==> config.mk <==
export PLATFORM = sky130hd
export DESIGN_NAME = picovid_rx
export DESIGN_NICKNAME = d
export VERILOG_FILES = /design/src/rtl/picovid_pkg.sv /design/src/rtl/picovid_sync2.sv /design/src/rtl/picovid_rx.sv
export SDC_FILE = /design/constraint.sdc
export NUM_CORES = 1
export LEC_CHECK = 0
export ABC_AREA = 1
export CAP_MARGIN = 20
export CELL_PAD_IN_SITES_DETAIL_PLACEMENT = 2
export CELL_PAD_IN_SITES_GLOBAL_PLACEMENT = 2
export CORE_MARGIN = 10
export CORE_UTILIZATION = 35
export CTS_CLUSTER_DIAMETER = 120
export DETAILED_ROUTE_END_ITERATION = 10
export PLACE_DENSITY = 0.91
export SLEW_MARGIN = 5
export SYNTH_ARGS = -nofsm -noshare
export SYNTH_HDL_FRONTEND = slang
export SYNTH_HIERARCHICAL = 1
export SYNTH_SLANG_ARGS = --single-unit
==> constraint.sdc <==
create_clock -name CLK -period 5.2 [get_ports CLK]
set_clock_uncertainty 0.05 [all_clocks]
set_input_delay 1.04 -clock CLK [delete_from_list [all_inputs] [get_ports CLK]]
set_output_delay 1.04 -clock CLK [all_outputs]
set_load 0.01 [all_outputs]
==> src/rtl/picovid_pkg.sv <==
// Shared types and constants for the picovid host-side receiver.
package picovid_pkg;

  typedef enum logic [1:0] {
    StIdle,
    StLow,
    StHigh,
    StGap
  } state_e;

  localparam int unsigned NUM_PULSES = 6;
  localparam int unsigned ADDR_W     = 24;
  localparam int unsigned DATA_W     = 16;

  // Byte slot written by each strobe pulse, in pulse order.
  localparam logic [2:0] SLOT_A2    = 3'd0;
  localparam logic [2:0] SLOT_A1    = 3'd1;
  localparam logic [2:0] SLOT_A0    = 3'd2;
  localparam logic [2:0] SLOT_DH    = 3'd3;
  localparam logic [2:0] SLOT_DL    = 3'd4;
  localparam logic [2:0] SLOT_BLANK = 3'd5;

endpackage

==> src/rtl/picovid_sync2.sv <==
// Two-flop synchronizer for a single asynchronous level, with a selectable reset value.
module picovid_sync2 #(
  parameter logic ResetVal = 1'b1
) (
  input  logic clk_i,
  input  logic rst_i,
  input  logic d_i,
  output logic q_o
);

  logic [1:0] sync_q;

  always_ff @(posedge clk_i or posedge rst_i) begin
    if (rst_i) begin
      sync_q <= {2{ResetVal}};
    end else begin
      sync_q <= {sync_q[0], d_i};
    end
  end

  assign q_o = sync_q[1];

endmodule

==> src/rtl/picovid_rx.sv <==
// Strobe master that reads one captured 68k write record per request from the capture CPLD.
// Optional RTS protocol checking is built when PICOVID_RX_RTSCHK_EN is defined.
module picovid_rx
  import picovid_pkg::*;
#(
  parameter int unsigned STB_LO = 4,
  parameter int unsigned STB_HI = 4,
  parameter int unsigned GAP    = 4
) (
  input  logic              CLK,
  input  logic              RESET,
  input  logic              RTS_N,
  input  logic [7:0]        D_IN,
  output logic              STB,
  output logic              OUT_VALID,
  input  logic              OUT_READY,
  output logic [ADDR_W-1:0] OUT_ADDR,
  output logic [DATA_W-1:0] OUT_DATA,
  output logic              BUSY,
  output logic              ERR
);

  localparam int unsigned MaxCnt  = (STB_LO > STB_HI) ? ((STB_LO > GAP) ? STB_LO : GAP)
                                                      : ((STB_HI > GAP) ? STB_HI : GAP);
  localparam int unsigned CntW    = $clog2(MaxCnt);
  localparam logic [CntW-1:0] LoLast  = CntW'(STB_LO - 1);
  localparam logic [CntW-1:0] HiLast  = CntW'(STB_HI - 1);
  localparam logic [CntW-1:0] GapLast = CntW'(GAP - 1);
  localparam logic [2:0]      LastIdx = 3'(NUM_PULSES - 1);

  state_e              state_q;
  logic [CntW-1:0]     cnt_q;
  logic [2:0]          idx_q;
  logic [4:0][7:0]     d_q;
  logic                stb_q;
  logic                valid_q;
  logic                busy_q;
  logic [ADDR_W-1:0]   addr_q;
  logic [DATA_W-1:0]   data_q;
  logic                rts_s;

  picovid_sync2 #(
    .ResetVal(1'b1)
  ) u_rts_sync (
    .clk_i(CLK),
    .rst_i(RESET),
    .d_i  (RTS_N),
    .q_o  (rts_s)
  );

  always_ff @(posedge CLK or posedge RESET) begin
    if (RESET) begin
      state_q <= StIdle;
      cnt_q   <= '0;
      idx_q   <= '0;
      d_q     <= '0;
      stb_q   <= 1'b1;
      valid_q <= 1'b0;
      busy_q  <= 1'b0;
      addr_q  <= '0;
      data_q  <= '0;
    end else begin
      if (valid_q && OUT_READY) begin
        valid_q <= 1'b0;
      end
      unique case (state_q)
        // A held record blocks new strobes; the CPLD keeps its record meanwhile.
        StIdle: begin
          if (!rts_s && !valid_q) begin
            state_q <= StLow;
            stb_q   <= 1'b0;
            busy_q  <= 1'b1;
            cnt_q   <= '0;
            idx_q   <= '0;
          end
        end
        StLow: begin
          if (cnt_q == LoLast) begin
            if (idx_q != SLOT_BLANK) begin
              d_q[idx_q] <= D_IN;
            end
            state_q <= StHigh;
            stb_q   <= 1'b1;
            cnt_q   <= '0;
          end else begin
            cnt_q <= cnt_q + 1'b1;
          end
        end
        StHigh: begin
          if (cnt_q == HiLast) begin
            cnt_q <= '0;
            if (idx_q == LastIdx) begin
              state_q <= StGap;
              valid_q <= 1'b1;
              addr_q  <= {d_q[SLOT_A2], d_q[SLOT_A1], d_q[SLOT_A0]};
              data_q  <= {d_q[SLOT_DH], d_q[SLOT_DL]};
            end else begin
              idx_q   <= idx_q + 1'b1;
              state_q <= StLow;
              stb_q   <= 1'b0;
            end
          end else begin
            cnt_q <= cnt_q + 1'b1;
          end
        end
        // rts_s may still show the previous request here, so it is ignored.
        StGap: begin
          if (cnt_q == GapLast) begin
            state_q <= StIdle;
            busy_q  <= 1'b0;
            cnt_q   <= '0;
          end else begin
            cnt_q <= cnt_q + 1'b1;
          end
        end
        default: state_q <= StIdle;
      endcase
    end
  end

  assign STB       = stb_q;
  assign OUT_VALID = valid_q;
  assign OUT_ADDR  = addr_q;
  assign OUT_DATA  = data_q;
  assign BUSY      = busy_q;

`ifdef PICOVID_RX_RTSCHK_EN
  logic err_q;
  logic gap_entry;
  logic early_release;

  assign gap_entry     = (state_q == StHigh) && (cnt_q == HiLast) && (idx_q == LastIdx);
  assign early_release = ((state_q == StLow) || (state_q == StHigh)) && (idx_q < SLOT_DL) && rts_s;

  always_ff @(posedge CLK or posedge RESET) begin
    if (RESET) begin
      err_q <= 1'b0;
    end else if ((gap_entry && !rts_s) || early_release) begin
      err_q <= 1'b1;
    end
  end

  assign ERR = err_q;
`else
  assign ERR = 1'b0;
`endif

endmodule

==> impl_metrics.prom <==
# TYPE chip_impl_metric gauge
chip_impl_info{name="crit_path_start_kind",value="flop"} 1
chip_impl_metric{name="power.static_leakage",unit="nW"} 2.38
chip_impl_metric{name="detail_route.drc_violations",unit=""} 0
chip_impl_metric{name="finalWorstSetupSlack",unit="ps"} 2570
chip_impl_metric{name="timing_worst_slew_pin_value",unit="ps"} 714
chip_impl_metric{name="fill_cells",unit=""} 1153
chip_impl_info{name="timing.hold.worst.start",value="u_rts_sync/sync_q[0]$_DFF_PP1_"} 1
chip_impl_metric{name="post_drt_via_cell_ratio",unit=""} 4.89
chip_impl_metric{name="std_cell_rows",unit=""} 37
chip_impl_info{name="worstReg2RegEnd",value="d_q[16]$_DFFE_PP0P_"} 1
chip_impl_info{name="category_of_the_most_critical_setup_path",value="flop to flop"} 1
chip_impl_metric{name="fmax",unit="GHz"} 0.381
chip_impl_metric{name="dr_wl_met2",unit="microns"} 5520
chip_impl_metric{name="rr_worst_depth",unit=""} 8
chip_impl_info{name="rsz_0062_raised_after_global_routing",value="no"} 1
chip_impl_metric{name="via_count",unit=""} 3002
chip_impl_metric{name="postRouteWirelength",unit="microns"} 10600
chip_impl_info{name="run_status",value="finished, final reports clean"} 1
chip_impl_metric{name="cells_after_synth",unit=""} 420
chip_impl_metric{name="synthesis.area",unit="sq um"} 3740
chip_impl_metric{name="synth.top_cell.area_share",unit="%"} 59.5
chip_impl_info{name="timing.hold.worst_endpoint",value="u_rts_sync/sync_q[1]$_DFF_PP1_"} 1
chip_impl_metric{name="timing.final.setup_violations",unit=""} 0
chip_impl_metric{name="core_area",unit="sq um"} 10400
chip_impl_metric{name="post-cts-setup-buffers",unit=""} 0
chip_impl_metric{name="grt_pass1_wl",unit="microns"} 17800
chip_impl_info{name="synth.largest_area_cell",value="sky130_fd_sc_hd__dfrtp_1"} 1
chip_impl_metric{name="floorplan.initialDensity",unit="%"} 36.1
chip_impl_metric{name="fin_setup_tns",unit="ps"} 0
chip_impl_metric{name="drt.antenna.violating_nets",unit=""} 0
chip_impl_metric{name="cts.repair.resized",unit=""} 0
chip_impl_metric{name="finalCritPeriodShare",unit="%"} 50.5
chip_impl_metric{name="fp.dieArea",unit="sq um"} 15200
chip_impl_metric{name="regToRegSetupSlack",unit="ps"} 2570
chip_impl_metric{name="timing_hold_violations_final",unit=""} 0
chip_impl_metric{name="gr-usage-all-layers",unit="%"} 14.8
chip_impl_metric{name="placement.setup.worst_slack",unit="ps"} 2430
chip_impl_metric{name="arrival_time_reported_for_the_critical_path_endpoint",unit="ps"} 2810
chip_impl_info{name="synth.top_cells.by_area",value="sky130_fd_sc_hd__dfrtp_1 60%, sky130_fd_sc_hd__nand2_1 14%, sky130_fd_sc_hd__nand3_1 6.6%"} 1
chip_impl_metric{name="total_length_of_routed_met3_wires",unit="microns"} 381
chip_impl_metric{name="drt-met1-wl",unit="microns"} 4450
chip_impl_metric{name="maxCapViolations",unit=""} 0
chip_impl_info{name="cts.root.buffer_cell",value="sky130_fd_sc_hd__clkbuf_8"} 1
chip_impl_metric{name="io-pin-count",unit=""} 56
chip_impl_metric{name="relSlewSlack",unit="%"} 52.3
chip_impl_metric{name="buffer_ports.inserted",unit=""} 54
chip_impl_metric{name="drt_iter0_markers",unit=""} 137
chip_impl_metric{name="maximum_vdd_ir_drop",unit="uV"} 184
chip_impl_info{name="r2r_path_start",value="idx_q[0]$_DFFE_PP0P_"} 1
chip_impl_metric{name="cts.reportedPaths.clkPinSlew",unit="ps"} 90
chip_impl_metric{name="die_h",unit="microns"} 123
chip_impl_metric{name="post_route_cells_drive_above_1_share",unit="%"} 5.23
chip_impl_metric{name="grt_pass1_vias",unit=""} 3359
chip_impl_info{name="mostFrequentLayoutCells",value="140 x sky130_fd_sc_hd__nand2_1, 89 x sky130_fd_sc_hd__dfrtp_1, 54 x sky130_fd_sc_hd__clkdlybuf4s50_1, 53 x sky130_fd_sc_hd__inv_1, 48 x sky130_fd_sc_hd__nand3_1"} 1
chip_impl_metric{name="dp.final_hpwl",unit="microns"} 7440
chip_impl_metric{name="place.gp.congestion",unit=""} 0.789
chip_impl_metric{name="required",unit="ps"} 5390
chip_impl_info{name="timing.critical_path.to_type",value="flop"} 1
chip_impl_metric{name="cts-hold-fix-buffers",unit=""} 0
chip_impl_metric{name="multi_input_comb_area",unit="sq um"} 1170
chip_impl_metric{name="globalRouteOverflowTotal",unit=""} 0
chip_impl_metric{name="sequential_to_total_area_share_from_yosys_stat",unit="%"} 61.6
chip_impl_info{name="critical-path-top-cell-by-count",value="sky130_fd_sc_hd__nand2_1"} 1
chip_impl_metric{name="cts.sink_count",unit=""} 92
chip_impl_metric{name="ctsLongestPathBuffers",unit=""} 2
chip_impl_metric{name="clock_insertion_delay_worst_skew",unit="ps"} 370
chip_impl_metric{name="cp_slowest_stage_delay",unit="ps"} 540
chip_impl_metric{name="synth_warnings",unit=""} 6
chip_impl_metric{name="critPathMaxFanout",unit=""} 27
chip_impl_metric{name="detail_route.first_pass.iterations",unit=""} 6
chip_impl_info{name="routed.top_layer",value="met4"} 1
chip_impl_metric{name="synthToLayoutAreaGrowth",unit="%"} 24.0
chip_impl_info{name="cp_cell_sequence",value="ha_1 > nand2_1 > inv_1 > nor3_4 > buf_4 > nand2_1 > nand2_1 > nand2_1"} 1
chip_impl_metric{name="pwr_density_cell",unit="nW/um^2"} 412
chip_impl_info{name="final_common_cell",value="sky130_fd_sc_hd__nand2_1"} 1
chip_impl_metric{name="syn_area_per_cell",unit="sq um"} 8.91
chip_impl_metric{name="synth.net_count",unit=""} 436
chip_impl_metric{name="diodes",unit=""} 0
chip_impl_metric{name="layout.area.seq",unit="sq um"} 2310
chip_impl_info{name="crit_path_top_delay_cell",value="sky130_fd_sc_hd__nor3_4"} 1
chip_impl_metric{name="synth_seq_cells",unit=""} 92
chip_impl_metric{name="grt_antenna_before_repair",unit=""} 0
chip_impl_metric{name="detail_route.wl_per_cell",unit="microns"} 17.2
chip_impl_info{name="tritoncts",value="done"} 1
chip_impl_metric{name="die_width",unit="microns"} 123
chip_impl_metric{name="ctsHtreeMaxLevel",unit=""} 3
chip_impl_metric{name="synth_cell_type_count",unit=""} 20
chip_impl_info{name="hp-class",value="flop to flop"} 1
chip_impl_metric{name="final_net_count",unit=""} 490
chip_impl_metric{name="layout_min_cycle_time",unit="ps"} 2630
chip_impl_metric{name="numCtsBuffers",unit=""} 9
chip_impl_metric{name="final_max_slew_viol_count",unit=""} 0
chip_impl_metric{name="grt_max_degree",unit=""} 59
chip_impl_metric{name="holdPathStages",unit=""} 0
sequential cells by signal (all words and copies together), names as in the netlist:
register / flops
d_q: 40
OUT_ADDR: 24
OUT_DATA: 16
idx_q: 3
cnt_q: 2
state_q: 2
u_rts_sync/sync_q: 2
BUSY: 1
OUT_VALID: 1
STB: 1
worst max-delay path by stage:
stage / depth (start not counted) / from / slack, ps / to
after global routing: 8 / idx_q[0]$_DFFE_PP0P_ / 2360 / d_q[16]$_DFFE_PP0P_
after CTS: 8 / idx_q[0]$_DFFE_PP0P_ / 2590 / d_q[9]$_DFFE_PP0P_
after floorplan: 1 / RESET / 1780 / BUSY$_DFFE_PP0P_
final: 8 / idx_q[0]$_DFFE_PP0P_ / 2570 / d_q[16]$_DFFE_PP0P_
after detailed placement: 3 / RESET / 2430 / OUT_DATA[3]$_DFFE_PP0P_
after global placement: 3 / RESET / 2500 / OUT_DATA[6]$_DFFE_PP0P_
worst max-delay path: cells and delay by family, from the launching register on:
family	cells	cell delay [ps]
adders and majority gates	1	250
DFF	1	490
buffers and inverters	2	510
and+or+nand+nor	5	1180
Yosys cell counts (all sizes together):
master,count
nand2,140
dfrtp,89
inv,54
nand3,49
o21ai,44
clkbuf,8
nor2,8
buf,7
a21oi,4
ha,4
nor3,4
dfstp,3
o22ai,2
conb,1
nand4,1
o21bai,1
xnor2,1
final cells by class:
cell class | instances | share of cell area, %
Inverter | 54 | 4.40
Timing Repair Buffer | 58 | 12.6
Clock buffer | 10 | 2.75
Multi-Input combinational cell | 259 | 25.2
Clock inverter | 5 | 1.67
Tap cell | 136 | 3.67
Sequential cell | 92 | 49.7
power breakdown:
group / internal (W) / switching, W
Clock: 0.000267 / 0.000253
Sequential: 0.000850 / 0.000104
Combinational: 0.000141 / 0.000297
kinds of logic after synthesis:
logic type / count (synthesis) / share of synthesized area [%]
AOI/OAI and AO/OA: 51 / 6.95
xor gates and xnor gates: 1 / 0.234
and+or+nand+nor: 202 / 22.5
DFF: 92 / 61.6
other: 1 / 0.100
buffers and inverters: 69 / 7.22
adders and majority gates: 4 / 1.34
metrics by stage:
| stage | power, W | utilization, % | hold WS (ps) | instance area (sq um) | cells |
|---|---|---|---|---|---|
| after detailed placement | 0.00140 | 42.6 | 305 | 4410 | 598 |
| after global placement | 0.00135 | 42.6 | 299 | 4410 | 598 |
| after floorplan | 0.00124 | - | 295 | 3740 | 420 |
| after CTS | 0.00193 | 44.5 | 317 | 4620 | 613 |
| after global routing | 0.00206 | 44.7 | 325 | 4640 | 614 |
| final | 0.00191 | 44.7 | 320 | 4640 | 614 |
metal layers:
metal / GRT usage (%) / up-vias
met5: 0 / -
met4: 4.66 / 0
met3: 3.60 / 14
met2: 26.6 / 40
met1: 17.0 / 1534
li1: - / 1414
Power figures use the tool's default switching activity.
